## src/rtl/ne_chan_sched.sv

```systemverilog
`default_nettype none
// ============================================================================
// ne_chan_sched -- round-robin scheduler of NUM_CH sample streams onto one
// shared NE datapath; NE_SCHED_WIN_EN adds per-channel window-end tags.
// Revision: 1.0
// ============================================================================
module ne_chan_sched #(
  parameter int NUM_CH       = 4,
  parameter int DATA_WIDTH   = 16,
  parameter int OUTPUT_WIDTH = 40,
  parameter int DP_LATENCY   = 3,
  parameter int WIN_LEN      = 256
) (
  input  logic                           clk_i,
  input  logic                           rst_ni,
  input  logic                           en_i,
  input  logic [NUM_CH-1:0]              ch_valid_i,
  input  logic [NUM_CH*DATA_WIDTH-1:0]   ch_data_i,
  output logic [NUM_CH-1:0]              ch_ready_o,
  output logic                           dp_en_o,
  output logic [DATA_WIDTH-1:0]          dp_din_o,
  output logic [$clog2(NUM_CH)-1:0]      dp_ch_o,
  input  logic [OUTPUT_WIDTH-1:0]        dp_dout_i,
  input  logic                           dp_valid_i,
  output logic                           res_valid_o,
  output logic [OUTPUT_WIDTH-1:0]        res_data_o,
  output logic [$clog2(NUM_CH)-1:0]      res_ch_o,
  output logic                           res_last_o,
  output logic                           err_o
);

  localparam int CH_W = $clog2(NUM_CH);

  if (NUM_CH < 2 || NUM_CH > 16 || DP_LATENCY < 1 || DP_LATENCY > 8 || WIN_LEN < 2)
  begin : g_bad_param
    $error("ne_chan_sched: parameter out of range");
  end

  logic [NUM_CH-1:0]     hold_full_q;
  logic [DATA_WIDTH-1:0] hold_data_q [NUM_CH];
  logic [CH_W-1:0]       ptr_q, ptr_d;

  logic [NUM_CH-1:0]     cand;
  logic [NUM_CH-1:0]     grant;
  logic                  grant_vld;
  logic [CH_W-1:0]       grant_idx;
  logic                  issue_last;

  logic                  dp_en_q;
  logic [DATA_WIDTH-1:0] dp_din_q;
  logic [CH_W-1:0]       dp_ch_q;
  logic                  dp_last_q;

  logic                  tag_v_q    [DP_LATENCY];
  logic [CH_W-1:0]       tag_ch_q   [DP_LATENCY];
  logic                  tag_last_q [DP_LATENCY];

  logic                    res_valid_q;
  logic [OUTPUT_WIDTH-1:0] res_data_q;
  logic [CH_W-1:0]         res_ch_q;
  logic                    res_last_q;
  logic                    err_q;

  assign cand       = hold_full_q & {NUM_CH{en_i}};
  assign ch_ready_o = ~hold_full_q | grant;

  // Rotating priority: first candidate at or above ptr, wrapping modulo NUM_CH.
  always_comb begin
    logic [CH_W:0] sum;
    grant     = '0;
    grant_vld = 1'b0;
    grant_idx = '0;
    sum       = '0;
    for (int k = 0; k < NUM_CH; k++) begin
      sum = {1'b0, ptr_q} + (CH_W+1)'(k);
      if (sum >= (CH_W+1)'(NUM_CH)) begin
        sum = sum - (CH_W+1)'(NUM_CH);
      end
      if (!grant_vld && cand[sum[CH_W-1:0]]) begin
        grant_vld = 1'b1;
        grant_idx = sum[CH_W-1:0];
      end
    end
    if (grant_vld) begin
      grant[grant_idx] = 1'b1;
    end
  end

  always_comb begin
    ptr_d = ptr_q;
    if (grant_vld) begin
      ptr_d = (grant_idx == CH_W'(NUM_CH-1)) ? '0 : grant_idx + CH_W'(1);
    end
  end

`ifdef NE_SCHED_WIN_EN
  localparam int CNT_W = $clog2(WIN_LEN);

  logic [CNT_W-1:0] win_cnt_q [NUM_CH];
  logic [CNT_W-1:0] win_cnt_d;

  // The issue that finds the counter already at WIN_LEN-1 closes the window.
  always_comb begin
    issue_last = grant_vld && (win_cnt_q[grant_idx] == CNT_W'(WIN_LEN-1));
    win_cnt_d  = issue_last ? '0 : win_cnt_q[grant_idx] + CNT_W'(1);
  end

  always_ff @(posedge clk_i or negedge rst_ni) begin
    if (!rst_ni) begin
      for (int i = 0; i < NUM_CH; i++) begin
        win_cnt_q[i] <= '0;
      end
    end else if (grant_vld) begin
      win_cnt_q[grant_idx] <= win_cnt_d;
    end
  end
`else
  assign issue_last = 1'b0;
`endif

  // Same-edge load and grant keeps the register full with the newer sample.
  always_ff @(posedge clk_i or negedge rst_ni) begin
    if (!rst_ni) begin
      hold_full_q <= '0;
      for (int i = 0; i < NUM_CH; i++) begin
        hold_data_q[i] <= '0;
      end
    end else begin
      for (int i = 0; i < NUM_CH; i++) begin
        if (ch_valid_i[i] && ch_ready_o[i]) begin
          hold_full_q[i] <= 1'b1;
          hold_data_q[i] <= ch_data_i[i*DATA_WIDTH +: DATA_WIDTH];
        end else if (grant[i]) begin
          hold_full_q[i] <= 1'b0;
        end
      end
    end
  end

  always_ff @(posedge clk_i or negedge rst_ni) begin
    if (!rst_ni) begin
      ptr_q     <= '0;
      dp_en_q   <= 1'b0;
      dp_din_q  <= '0;
      dp_ch_q   <= '0;
      dp_last_q <= 1'b0;
    end else begin
      ptr_q <= ptr_d;
      if (grant_vld) begin
        dp_en_q   <= 1'b1;
        dp_din_q  <= hold_data_q[grant_idx];
        dp_ch_q   <= grant_idx;
        dp_last_q <= issue_last;
      end else begin
        dp_en_q   <= 1'b0;
        dp_last_q <= 1'b0;
      end
    end
  end

  always_ff @(posedge clk_i or negedge rst_ni) begin
    if (!rst_ni) begin
      for (int s = 0; s < DP_LATENCY; s++) begin
        tag_v_q[s]    <= 1'b0;
        tag_ch_q[s]   <= '0;
        tag_last_q[s] <= 1'b0;
      end
    end else begin
      tag_v_q[0]    <= dp_en_q;
      tag_ch_q[0]   <= dp_ch_q;
      tag_last_q[0] <= dp_last_q;
      for (int s = 1; s < DP_LATENCY; s++) begin
        tag_v_q[s]    <= tag_v_q[s-1];
        tag_ch_q[s]   <= tag_ch_q[s-1];
        tag_last_q[s] <= tag_last_q[s-1];
      end
    end
  end

  // The tag tail lines up with the cycle the datapath should present a result.
  always_ff @(posedge clk_i or negedge rst_ni) begin
    if (!rst_ni) begin
      res_valid_q <= 1'b0;
      res_data_q  <= '0;
      res_ch_q    <= '0;
      res_last_q  <= 1'b0;
      err_q       <= 1'b0;
    end else begin
      res_valid_q <= tag_v_q[DP_LATENCY-1] & dp_valid_i;
      if (tag_v_q[DP_LATENCY-1] && dp_valid_i) begin
        res_data_q <= dp_dout_i;
        res_ch_q   <= tag_ch_q[DP_LATENCY-1];
        res_last_q <= tag_last_q[DP_LATENCY-1];
      end
      if (tag_v_q[DP_LATENCY-1] != dp_valid_i) begin
        err_q <= 1'b1;
      end
    end
  end

  assign dp_en_o     = dp_en_q;
  assign dp_din_o    = dp_din_q;
  assign dp_ch_o     = dp_ch_q;
  assign res_valid_o = res_valid_q;
  assign res_data_o  = res_data_q;
  assign res_ch_o    = res_ch_q;
  assign res_last_o  = res_last_q;
  assign err_o       = err_q;

endmodule
`default_nettype wire

```

## config.mk

```make
export PLATFORM = sky130hd
export DESIGN_NAME = ne_chan_sched
export DESIGN_NICKNAME = d
export VERILOG_FILES = /design/src/rtl/ne_chan_sched.sv
export SDC_FILE = /design/constraint.sdc
export NUM_CORES = 1
export LEC_CHECK = 0
export CORE_MARGIN = 8
export CORE_UTILIZATION = 45
export DETAILED_ROUTE_END_ITERATION = 8
export DONT_BUFFER_PORTS = 1
export PLACE_DENSITY = 0.66
export SETUP_SLACK_MARGIN = 0.1
export SYNTH_ARGS = -nofsm -noshare
export SYNTH_HDL_FRONTEND = slang
export SYNTH_SLANG_ARGS = --single-unit
export TNS_END_PERCENT = 100
```

## constraint.sdc

```tcl
create_clock -name clk_i -period 5 [get_ports clk_i]
set_input_delay 1 -clock clk_i [delete_from_list [all_inputs] [get_ports clk_i]]
set_output_delay 1 -clock clk_i [all_outputs]
set_load 0.03 [all_outputs]
```

==> results.tsv <==
stage	metric	value	unit
outcome	outcome	finished clean	
critical_path	worstReg2RegEnd	hold_data_q[23]$_DFFE_PN0P_	
critical_path	worstPathRequired	4.00	ns
clocking	cts_buffer_depth	2	
routing	drt_iter0_markers	287	
routing	wl_per_cell	21.9	microns
clocking	cts-root-buf	clkbuf_16	
clocking	cts_buffers	17	
placed_design	place_congestion	0.815	
worst_hold_path	min-delay-path-class	in2async	
floorplanning	coreArea	0.0127	sq mm
critical_path	worst_ep_arrival_time	3.23	ns
critical_path	worstPathMaxFanout	18	
sta	finalHoldViolCount	0	
critical_path	timing.rr.start	hold_full_q[0]$_DFFE_PN0P_	
sta	setup_viol	0	
floorplanning	start_util	46.2	%
grt	grt_pass1_wl	21100	microns
clocking	cts.sinks	142	
clocking	cts_max_level	4	
grt	grt_start_max_net_pins	143	
critical_path	cp_cell_sequence	nand2b_1, a21oi_1, nor2_1, inv_2, a21oi_2, inv_1	
clocking	clk_pin_slew	0.06	ns
cells_and_area	design_area	0.00656	sq mm
critical_path	worstRegToRegCells	9	
grt	grt_use_met2	27.2	%
synth	synth_fp_nets	573	
placed_design	dp_hpwl	10300	microns
sta	post-route-period-util	84.5	%
floorplanning	die_w	130	microns
critical_path	worstSetupPathType	reg2out	
grt	use_met1	19.8	%
sta	maxSlewHeadroom	21.2	%
clocking	ctsHoldBuffers	0	
placed_design	io_buffers	0	
sta	period_needed	4.23	ns
grt	track_usage	16.8	%
clocking	worstSkewPairLatency	0.41	ns
clocking	cts_setup_buffers	0	
critical_path	cp-start-kind	flip-flop	
sta	rsz0062_at_grt	no	
power	p_total	4.44	mW
critical_path	r2r_setup_slack	1.43	ns
grt	grt_pass1_vias	3679	
power	p_leak	2.96	nW
floorplanning	die_y	130	microns
cells_and_area	seq_area	0.00355	sq mm
routing	via_count	3532	
grt	use_met3	6.16	%
cells_and_area	layout_common_cells	142 x dfrtp_1, 91 x nand2_1, 64 x mux2_2, 32 x mux2i_1, 32 x o22ai_1	
cells_and_area	nets	563	
grt	antenna_found_initial	2	
routing	drt-vias-per-instance	5.56	
synth	ys_seq_area_share	60.7	%
placed_design	dpl-instance-area	0.00592	sq mm
grt	top_usage_layer	met2	
routing	ant_nets	0	
sta	slew_viol_final	0	
synth	synth.distinct_cells	36	
routing	firstDrtPassIters	4	
power	powerDensity	677	mW/mm^2
synth	netlist_area	0.00585	sq mm
grt	grt_overflow	0	
critical_path	slowest_stage	a21oi_2	
cells_and_area	fill_cells	1119	
cells_and_area	final_common_cell	dfrtp_1	
routing	wl	13900	microns
floorplanning	rows	41	
floorplanning	die_area	0.0169	sq mm
floorplanning	ios	180	
routing	drc	0	
synth	yosysWarnings	0	
sta	finalSetupTns	0	ns
cells_and_area	layout-drive-gt1-share	24.9	%
synth	synth-seq-cells	142	
critical_path	crit_family	compound AO/OA/AOI/OAI gates	
cells_and_area	synthToLayoutAreaGrowth	12.1	%
placed_design	placed_cells	602	
clocking	cts_tree	yes	
cells_and_area	layout.cells.non_filler	635	
synth	syn_avg_cell_area	12.7	sq um
synth	syn_inst	459	
critical_path	crit_path_end_kind	output port	
critical_path	crit_buf_inv	2	
flow_run	maxCapViolations	0	
sta	worst_pin_slew	1.18	ns
cells_and_area	multi_input_area	0.00212	sq mm
cells_and_area	final_core_util	51.7	%
sta	fmax	0.237	GHz
clocking	ctsResizeCount	0	
critical_path	slowest_delay	0.73	ns
sta	clock_skew	0.00430	ns
power	ir_worst_vdd	264	uV
==> power by group <==
part / switching, mW / internal [mW] / leakage [nW]
clock: 0.479 / 0.848 / 0.298
sequential: 0.555 / 1.57 / 1.70
combinational: 0.505 / 0.483 / 0.957
total: 1.54 / 2.90 / 2.96
==> cells in the mapped netlist, drive strengths merged <==
| library cell | instances | share of area (%) |
|---|---|---|
| a2111oi | 2 | 0.32 |
| or2b | 1 | 0.13 |
| inv | 8 | 0.51 |
| nor3b | 1 | 0.21 |
| and3 | 1 | 0.11 |
| ha | 2 | 0.43 |
| a21oi | 3 | 0.32 |
| nand3 | 1 | 0.085 |
| o22ai | 32 | 3.4 |
| o221ai | 16 | 2.4 |
| a21o | 1 | 0.13 |
| dfrtp | 142 | 61 |
| buf | 13 | 1.5 |
| clkbuf | 16 | 1.0 |
| nor2b | 1 | 0.11 |
| o21ai | 4 | 0.41 |
| nand2 | 91 | 5.8 |
| nand2b | 5 | 0.53 |
| conb | 1 | 0.064 |
| mux2i | 32 | 5.5 |
| or3 | 1 | 0.11 |
| o21a | 1 | 0.13 |
| nor2 | 5 | 0.32 |
| a311o | 1 | 0.17 |
| or2 | 3 | 0.32 |
| a211oi | 1 | 0.34 |
| mux2 | 74 | 15 |
==> state kept, by name, summed over array words and instances, names as in the netlist <==
register / flops
dp_ch_o: 2
tag_ch_q: 6
dp_en_o: 1
hold_full_q: 4
tag_v_q: 3
ptr_q: 2
res_ch_o: 2
err_o: 1
dp_din_o: 16
hold_data_q: 64
res_data_o: 40
res_valid_o: 1
==> metrics by stage <==
step	setup WS, ns	hold WS [ns]
after floorplan	1.64	0.331
after global placement	0.921	0.334
after detailed placement	0.807	0.336
after CTS	0.777	0.263
after global routing	0.485	0.254
final	0.774	0.285
==> worst register-to-register path, stage by stage (launching register included) <==
cell and delay, ns:
dfrtp_1 0.45, nor2b_1 0.16, a311o_1 0.38, a211oi_4 0.41, inv_2 0.38, ha_1 0.34, nand2_1 0.06, nand2_1 0.22
nand2_1 0.64, mux2_2 0.42
==> how the worst max path moves through the flow <==
stage	start	to	slack (ns)	cells after the start
finish	ptr_q[0]$_DFFE_PN0P_	ch_ready_o[3]	0.77	6
global route	ptr_q[0]$_DFFE_PN0P_	ch_ready_o[3]	0.49	6
CTS	ptr_q[0]$_DFFE_PN0P_	ch_ready_o[3]	0.78	6
detailed placement	en_i	ch_ready_o[3]	0.81	6
global placement	en_i	ch_ready_o[3]	0.92	6
floorplan	en_i	ch_ready_o[2]	1.64	8
==> routing by layer <==
| layer | vias up | routed length, microns |
|---|---|---|
| met3 | 18 | 1420 |
| met5 | - | 10 |
| met2 | 164 | 6700 |
| li1 | 1599 | - |
| met4 | 2 | 245 |
| met1 | 1749 | 5550 |
==> logic make-up after synthesis <==
kind of cell / count (synthesis) / synth area share, %
buf+inv: 37 / 2.99
other cells: 1 / 0.0641
mux: 106 / 20.4
simple gates: 110 / 7.76
fa+ha+maj: 2 / 0.428
compound gates: 61 / 7.64
flops: 142 / 60.7
==> cell type report <==
class                   instances  area share [%]
diodes                          1          0.0382
inverters                       8           0.458
clock buffers                  18            6.70
well taps                     172            3.28
flip-flops and latches        142            54.2
clock inverters                14            2.92
multi-input cells             280            32.4
Note: power is estimated with default switching activity, not from simulation.
